[src/rtl/bcd_display_scan_if.sv]
// Bus between a score source and the multiplexed seven-segment scanner:
// packed BCD capture on one side, registered display pins on the other.
interface bcd_display_scan_if #(
    parameter int DIGITS = 2
);
    logic [4*DIGITS-1:0] bcd;
    logic                load;
    logic [6:0]          seg;
    logic [DIGITS-1:0]   digit_sel;
    logic                frame_tc;

    modport master (
        output bcd,
        output load,
        input  seg,
        input  digit_sel,
        input  frame_tc
    );

    modport slave (
        input  bcd,
        input  load,
        output seg,
        output digit_sel,
        output frame_tc
    );
endinterface

[src/rtl/bcd_display_scan.sv]
// Time-sliced seven-segment scanner: one digit per slot, a dead clock at the start
// of every slot, leading-zero blanking and frame-aligned (tear-free) value updates.
module bcd_display_scan #(
    parameter int DIGITS        = 2,
    parameter int SCAN_DIV      = 1000,
    parameter bit SEG_ACT_LOW   = 1'b1,
    parameter bit DIG_ACT_LOW   = 1'b1,
    parameter bit BLANK_LEADING = 1'b1
) (
    input  logic               clock,
    input  logic               reset,
    bcd_display_scan_if.slave  bus
);

    localparam int CNT_W = $clog2(SCAN_DIV);
    localparam int IDX_W = (DIGITS > 1) ? $clog2(DIGITS) : 1;

    localparam logic [CNT_W-1:0]  CNT_LAST = CNT_W'(SCAN_DIV - 1);
    localparam logic [IDX_W-1:0]  IDX_LAST = IDX_W'(DIGITS - 1);
    localparam logic [6:0]        SEG_OFF  = SEG_ACT_LOW ? 7'h7F : 7'h00;
    localparam logic [DIGITS-1:0] DIG_OFF  = DIG_ACT_LOW ? {DIGITS{1'b1}} : {DIGITS{1'b0}};

    // The counters always describe the slot clock currently visible on the pins;
    // the output flops are loaded from the position being entered.
    logic [CNT_W-1:0]    cnt_reg, cnt_next;
    logic [IDX_W-1:0]    idx_reg, idx_next;
    logic [4*DIGITS-1:0] shadow_reg;
    logic [4*DIGITS-1:0] active_reg;
    logic [6:0]          seg_reg, seg_next;
    logic [DIGITS-1:0]   sel_reg, sel_next;
    logic                frame_tc_reg, frame_tc_next;

    logic [3:0]          digit_val [DIGITS];
    logic [DIGITS-1:0]   onehot;
    logic [DIGITS-1:0]   blank;
    logic [3:0]          cur_digit;
    logic                show;
    logic                zero_run;

    function automatic logic [6:0] decode(input logic [3:0] d);
        logic [6:0] p;
        case (d)
            4'd0:    p = 7'h3F;
            4'd1:    p = 7'h06;
            4'd2:    p = 7'h5B;
            4'd3:    p = 7'h4F;
            4'd4:    p = 7'h66;
            4'd5:    p = 7'h6D;
            4'd6:    p = 7'h7D;
            4'd7:    p = 7'h07;
            4'd8:    p = 7'h7F;
            4'd9:    p = 7'h6F;
            default: p = 7'h40;
        endcase
        return p;
    endfunction

    generate
        for (genvar gi = 0; gi < DIGITS; gi++) begin : g_digit
            assign digit_val[gi] = active_reg[4*gi +: 4];
            assign onehot[gi]    = (idx_next == IDX_W'(gi));
        end
    endgenerate

    // Walk down from the top digit; a digit is blanked while everything from it upward is zero.
    always_comb begin
        blank    = '0;
        zero_run = 1'b1;
        for (int i = DIGITS - 1; i >= 1; i--) begin
            zero_run = zero_run & (digit_val[i] == 4'd0);
            blank[i] = BLANK_LEADING & zero_run;
        end
    end

    always_comb begin
        cnt_next = cnt_reg + 1'b1;
        idx_next = idx_reg;
        if (cnt_reg == CNT_LAST) begin
            cnt_next = '0;
            idx_next = (idx_reg == IDX_LAST) ? '0 : idx_reg + 1'b1;
        end
    end

    always_comb begin
        cur_digit     = digit_val[idx_next];
        show          = (cnt_next != '0) && !blank[idx_next];
        seg_next      = SEG_OFF;
        sel_next      = DIG_OFF;
        frame_tc_next = (cnt_next == CNT_LAST) && (idx_next == IDX_LAST);
        if (show) begin
            seg_next = SEG_ACT_LOW ? ~decode(cur_digit) : decode(cur_digit);
            sel_next = DIG_ACT_LOW ? ~onehot : onehot;
        end
    end

    always_ff @(posedge clock or posedge reset) begin
        if (reset) begin
            cnt_reg      <= '0;
            idx_reg      <= '0;
            shadow_reg   <= '0;
            active_reg   <= '0;
            seg_reg      <= SEG_OFF;
            sel_reg      <= DIG_OFF;
            frame_tc_reg <= 1'b0;
        end else begin
            cnt_reg      <= cnt_next;
            idx_reg      <= idx_next;
            seg_reg      <= seg_next;
            sel_reg      <= sel_next;
            frame_tc_reg <= frame_tc_next;
            if (bus.load) begin
                shadow_reg <= bus.bcd;
            end
            // Only the edge closing a frame refreshes the displayed value, and that
            // edge enters a dead clock, so no slot ever shows a mixed value.
            if (frame_tc_reg) begin
                active_reg <= shadow_reg;
            end
        end
    end

    assign bus.seg       = seg_reg;
    assign bus.digit_sel = sel_reg;
    assign bus.frame_tc  = frame_tc_reg;

endmodule

[src/flat_wrapper.sv]
// flat-port wrapper written by rule: the top's interface ports become plain ports
module bcd_display_scan_flat 
#(
    parameter int DIGITS        = 2,
    parameter int SCAN_DIV      = 1000,
    parameter bit SEG_ACT_LOW   = 1'b1,
    parameter bit DIG_ACT_LOW   = 1'b1,
    parameter bit BLANK_LEADING = 1'b1
)
  (clock, reset, bus_bcd, bus_load, bus_seg, bus_digit_sel, bus_frame_tc);
  bcd_display_scan_if #(.DIGITS(DIGITS)) bus_i ();
  input  logic clock;
  input  logic reset;
  input wire logic [$bits(bus_i.bcd)-1:0] bus_bcd;
  input wire logic [$bits(bus_i.load)-1:0] bus_load;
  output wire logic [$bits(bus_i.seg)-1:0] bus_seg;
  output wire logic [$bits(bus_i.digit_sel)-1:0] bus_digit_sel;
  output wire logic [$bits(bus_i.frame_tc)-1:0] bus_frame_tc;
  assign bus_i.bcd = bus_bcd;
  assign bus_i.load = bus_load;
  assign bus_seg = bus_i.seg;
  assign bus_digit_sel = bus_i.digit_sel;
  assign bus_frame_tc = bus_i.frame_tc;
  bcd_display_scan #(.DIGITS(DIGITS), .SCAN_DIV(SCAN_DIV), .SEG_ACT_LOW(SEG_ACT_LOW), .DIG_ACT_LOW(DIG_ACT_LOW), .BLANK_LEADING(BLANK_LEADING)) u_core (.clock(clock), .reset(reset), .bus(bus_i));
endmodule
[config.mk]
export PLATFORM = sky130hd
export DESIGN_NAME = bcd_display_scan_flat
export DESIGN_NICKNAME = d
export VERILOG_FILES = /design/src/rtl/bcd_display_scan_if.sv /design/src/rtl/bcd_display_scan.sv /design/src/flat_wrapper.sv
export SDC_FILE = /design/constraint.sdc
export NUM_CORES = 1
export LEC_CHECK = 0
export ABC_AREA = 1
export CAP_MARGIN = 25
export CORE_ASPECT_RATIO = 1.75
export CORE_MARGIN = 1.5
export CORE_UTILIZATION = 60
export CTS_CLUSTER_DIAMETER = 50
export DETAILED_ROUTE_END_ITERATION = 8
export GPL_TIMING_DRIVEN = 1
export PLACE_DENSITY_LB_ADDON = 0.25
export SLEW_MARGIN = 20
export SYNTH_ARGS = -nofsm -noshare
export SYNTH_HDL_FRONTEND = slang
export SYNTH_SLANG_ARGS = --single-unit
[constraint.sdc]
create_clock -name clock -period 3.3 [get_ports clock]
set_clock_uncertainty 0.2 [all_clocks]
set_input_delay 0.495 -clock clock [delete_from_list [all_inputs] [get_ports clock]]
set_output_delay 0.495 -clock clock [all_outputs]
set_load 0.005 [all_outputs]
After elaboration in Yosys (flattened, before gate mapping)
Memories as Yosys holds them, arrays and structs flattened. Cells that the tools add are included. Widths: inputs -> output; s select.

Bitwise logic cells: 4. Add/sub/neg operators: 2. Equality and inequality tests: 2. $lt $le $gt $ge: 2. Mux-type cells: 11. Reduce and logical (&&, ||, !) cells: 5.

Operators by type and width (number): $eq 10x10->1 const B (2); $mux 7 (2); $mux 4 (3); $add 10x1->10 const B (1); $mux 10 (1); $reduce_bool 10->1 (1); $not 7->7 (1); $logic_not 4->1 (1); $mux 1 (4); $ge 2x2->1 const B (1); $logic_and 1x1->1 (2); $lt 1x2->1 const B (1); $mux 2 (1); $not 1->2 (1); $not 2->2 (1); $add 1x1->1 const B (1); $logic_not 1->1 (1); $not 1->1 (1).

Memories: 1. Bits in registers: 37. Bits in read-only memories: 112.

Memories: (no name shown) (words 16, bits a word 7, read ports 1, clocked after memory_dff 0, write ports 0, line bcd_display_scan.sv:42) `case (d)`.

Depth between registers and ports, before layout
An unclocked memory read counts as a cell.

Depth after elaboration: 11. Gate-level depth with buffers: 15. Gate-level depth less buffers: 15.

Worst setup path after synthesis
OpenSTA, ideal clock, no wires.

Kind: reg-to-reg. Start point: reg u_core.cnt_reg[1]. End point: reg u_core.seg_reg[3] (netlist: u_core.bus.seg[3]). Stages on the path, launching flop included: 14. Required time: 3.012 ns. Slack: 1.192 ns. Clock period less this slack: 2.108 ns. Buffers on the path: 0. Arrival: 1.820 ns. Cells stage by stage: dfrtp_1 -> ha_1 -> nand2_4 -> nor2_8 -> nand3_4 -> nand2_1 -> nand3_1 -> nand2_1 -> inv_1 -> ha_1 -> inv_1 -> nand2_1 -> nand3_1 -> nand4_1.

Cells in the longest elaborated chain, start to end: 10.

Ends and longest elaborated chain: start, declared (line bcd_display_scan.sv:25) `logic [CNT_W-1:0] cnt_reg, cnt_next;`; start signal, assigned (line bcd_display_scan.sv:106) `cnt_reg <= cnt_next;`; $eq 10x10->1 (line bcd_display_scan.sv:78) `if (cnt_reg == CNT_LAST) begin`; $mux 1 (line bcd_display_scan.sv:78); $not 1->2 (implied by the code) (line bcd_display_scan.sv:85) `cur_digit = digit_val[idx_next];`; $mux 4 (implied by the code) (3 in series) (line bcd_display_scan.sv:85); $mem_v2 16x7; $mux 7 (line bcd_display_scan.sv:90) `if (show) begin`; $not 7->7 (line bcd_display_scan.sv:91) `seg_next = SEG_ACT_LOW ? ~decode(cur_digit) : decode(cur_digit);`; $mux 7 * (line bcd_display_scan.sv:90); net u_core.seg_next[3] (line bcd_display_scan.sv:29) `logic [6:0] seg_reg, seg_next;`; end signal, assigned (line bcd_display_scan.sv:108) `seg_reg <= seg_next;`; end, declared (line bcd_display_scan.sv:29).

Mark *: on every way through the listed nets, which the timed path passes. The rest lies on a longest branch. The select of a mux whose other input is x is not followed. A chain may end at the register's enable or synchronous reset.

Worst setup path in the final report
Ends and elaborated chain as after synthesis.

==> results.tsv <==
stage	metric	value	unit
die	DIE AREA	3675	um2
clocking	Worst-path clk slew	80	ps
place	GP Congestion	0.9352	
sta	fin crit period	2337	ps
synth	Top FF cell, synth	dfrtp_1	
synth	Yosys reg bits	37	
power_and_ir_drop	Worst VDD drop	0.0004037	V
setup_path	reg2reg start	u_core.cnt_reg[1]	
setup_path	reg2reg end	u_core.bus.seg[3]	
place	Cells after DPL	287	
status	status	complete, no violations	
clocking	root buffer cell	clkbuf_8	
clocking	H-Tree Depth	2	
layout	# nets final	269	
setup_path	Setup crit start kind	register	
min_path	WHS Endpoint	u_core.active_reg[5]	
setup_path	reg2reg setup slack	960	ps
place	I/O Buffers	20	
grt	GRT Residual Overflow	0	
route	routed wire length per instance	12.98	um
die	Die Span Y	79.08	um
sta	slew margin rel.	69.90	%
route	Vias	1546	
clocking	CTS tree	done	
sta	Final Max Slew Viols	0	
setup_path	crit path capture type	register	
layout	max FFs per register	10	
grt	initial antenna violation count	0	
synth	most numerous cell in the Yosys netlist	nand2_1	
sta	fmax	0.4279	GHz
synth	Avg Synthesized Cell Area	8.781	um2
sta	final setup vio count	0	
grt	largest net degree at the start of global routing	38	
place	Final HPWL DP	3011	um
synth	Cells after Synth	226	
synth	Synth Net Count	244	
die	Core Region	3142	um2
min_path	worst hold stages	2	
setup_path	Crit Path Class	register to register	
min_path	HP Start	u_core.shadow_reg[5]	
layout	Fillers	238	
route	Antenna Violating Nets Remaining	0	
route	DRC violations left	0	
clocking	CTS Sinks	37	
layout	final std cells w/o fill	295	
sta	sum of negative setup slack	0	ps
sta	unrepaired setup endpoints after global routing	no	
clocking	CTS Buf Count	5	
sta	Final Hold Viols	0	
clocking	number of setup buffers added after CTS	0	
layout	Area growth, synth to finish	16.77	%
synth	sequential share of the synthesized area	47.23	%
synth	synth warn	0	
setup_path	Arr. time, crit path	2350	ps
sta	Tcrit/Tclk final	70.81	%
setup_path	crit-path max FO	6	
synth	EDFF count, synth	0	
flow_run	max cap viols	0	
power_and_ir_drop	Final Total Pwr	0.8106	mW
setup_path	R2R cell count	13	
die	IO Count	21	
die	die width	46.48	um
route	DRT Pass-1 Iters	4	
grt	GRT Overall Usage	25.74	%
power_and_ir_drop	P per Cell Area	349.8	nW/um2
grt	first-pass GRT wire length	6782	um
synth	dominant cells by area after synthesis	dfrtp_1 35%, dfstp_2 12%, nand2_1 9.6%, inv_1 7.0%, nand3_1 6.1%	
die	Initial Utilization	63.16	%
synth	ys async rst share	100.0	%
layout	layout cells sized above 1	19.44	%
die	std cell rows	27	
clocking	CTS resizes	0	
clocking	Clock Latency Late Sink	290	ps
sta	worst-margin pin slew	451.6	ps
clocking	clock tree buffer depth	2	
power_and_ir_drop	static leakage power	1.200	nW
setup_path	Worst EP required	3320	ps
synth	top cell type's share of synthesized area	35.31	%
layout	# diodes	0	
route	DRT iter0 DRCs	28	
synth	Synth cell types	25	
synth	Synth Cell Area	1984	um2
synth	area leader, netlist	dfrtp_1	
route	number of vias per cell	5.241	
grt	vias in the first global route	1662	
synth	Post-synth top cells	51 x nand2_1, 37 x inv_1, 28 x dfrtp_1, 24 x nand3_1, 11 x nor2_1	
min_path	worst hold path class	register to register	
clocking	cts hold-fix bufs	0	
route	Total Wirelength	3829	um
[worst max-delay path by stage]
stage                      startpoint                end  slack, ps  cells past startpoint
detailed placement  u_core.cnt_reg[1]  u_core.bus.seg[3]        990                     13
floorplan           u_core.cnt_reg[1]  u_core.bus.seg[3]       1190                     13
global placement    u_core.cnt_reg[1]  u_core.bus.seg[3]       1090                     13
CTS                 u_core.cnt_reg[1]  u_core.bus.seg[3]        970                     13
finish              u_core.cnt_reg[1]  u_core.bus.seg[3]        960                     13
global route        u_core.cnt_reg[1]  u_core.bus.seg[5]        770                     13
[power by group]
group	internal (mW)	switching, mW	total (mW)
clock	0.146	0.164	0.309
combinational	0.0185	0.0151	0.0336
sequential	0.463	0.00441	0.468
[kinds of logic after synthesis]
group	synth area share, %
compound gates	3.027
fa+ha+maj	4.413
mux	3.405
simple gates	33.80
flops	47.23
buf+inv	8.134
[through the flow]
step,area (um2),worst slack [ps],hold WS [ps],utilization [%]
floorplan,1984,1192,246.0,-
global placement,2231,1091,256.9,71.01
detailed placement,2231,986.6,294.1,71.01
CTS,2317,967.6,309.8,73.76
global route,2317,771.1,324.5,73.76
finish,2317,963.2,303.1,73.76
[layer usage]
metal | track usage, % | vias to the layer above | part of all wire [%] | wire length, um
li1 | - | 763 | - | -
met1 | 26.19 | 738 | 37 | 1404
met2 | 45.00 | 31 | 57 | 2170
met3 | 5.227 | 14 | 2.6 | 101
met4 | 15.14 | 0 | 4.0 | 152
met5 | 0 | - | 0 | 0
[worst max-delay path, cell delays in order, from the launching register on]
cell and delay (ps):
dfrtp_1 380, ha_1 260, nand2_4 100, nor2_8 150, nand4_4 160, nand2_4 140, nand2_1 60, nand2_1 130
inv_1 100, ha_1 300, inv_1 50, nand2_1 60, nand3_1 70, nand4_1 80
[cell type report]
cell class	count	area (um2)	area share, %
Clock buffer	5	68.82	2.970
Clock inverter	3	17.52	0.7559
Inverter	39	146.4	6.317
Multi-Input combinational cell	147	885.9	38.23
Sequential cell	37	937.1	40.44
Tap cell	43	53.80	2.322
Timing Repair Buffer	21	207.7	8.963
[layout by cell type (no fill, tap or decap), types with 5 or more instances in the layout]
cell             count
dfrtp_1             28
mux2_2               6
inv_1               37
clkbuf_8             5
o21ai_0              8
nor2_1              11
dfstp_2              9
ha_1                 7
nand4_1              8
clkdlybuf4s50_1     20
nand3_1             24
nand2_1             51
nand2_2              5
Power figures use the tool's default switching activity.
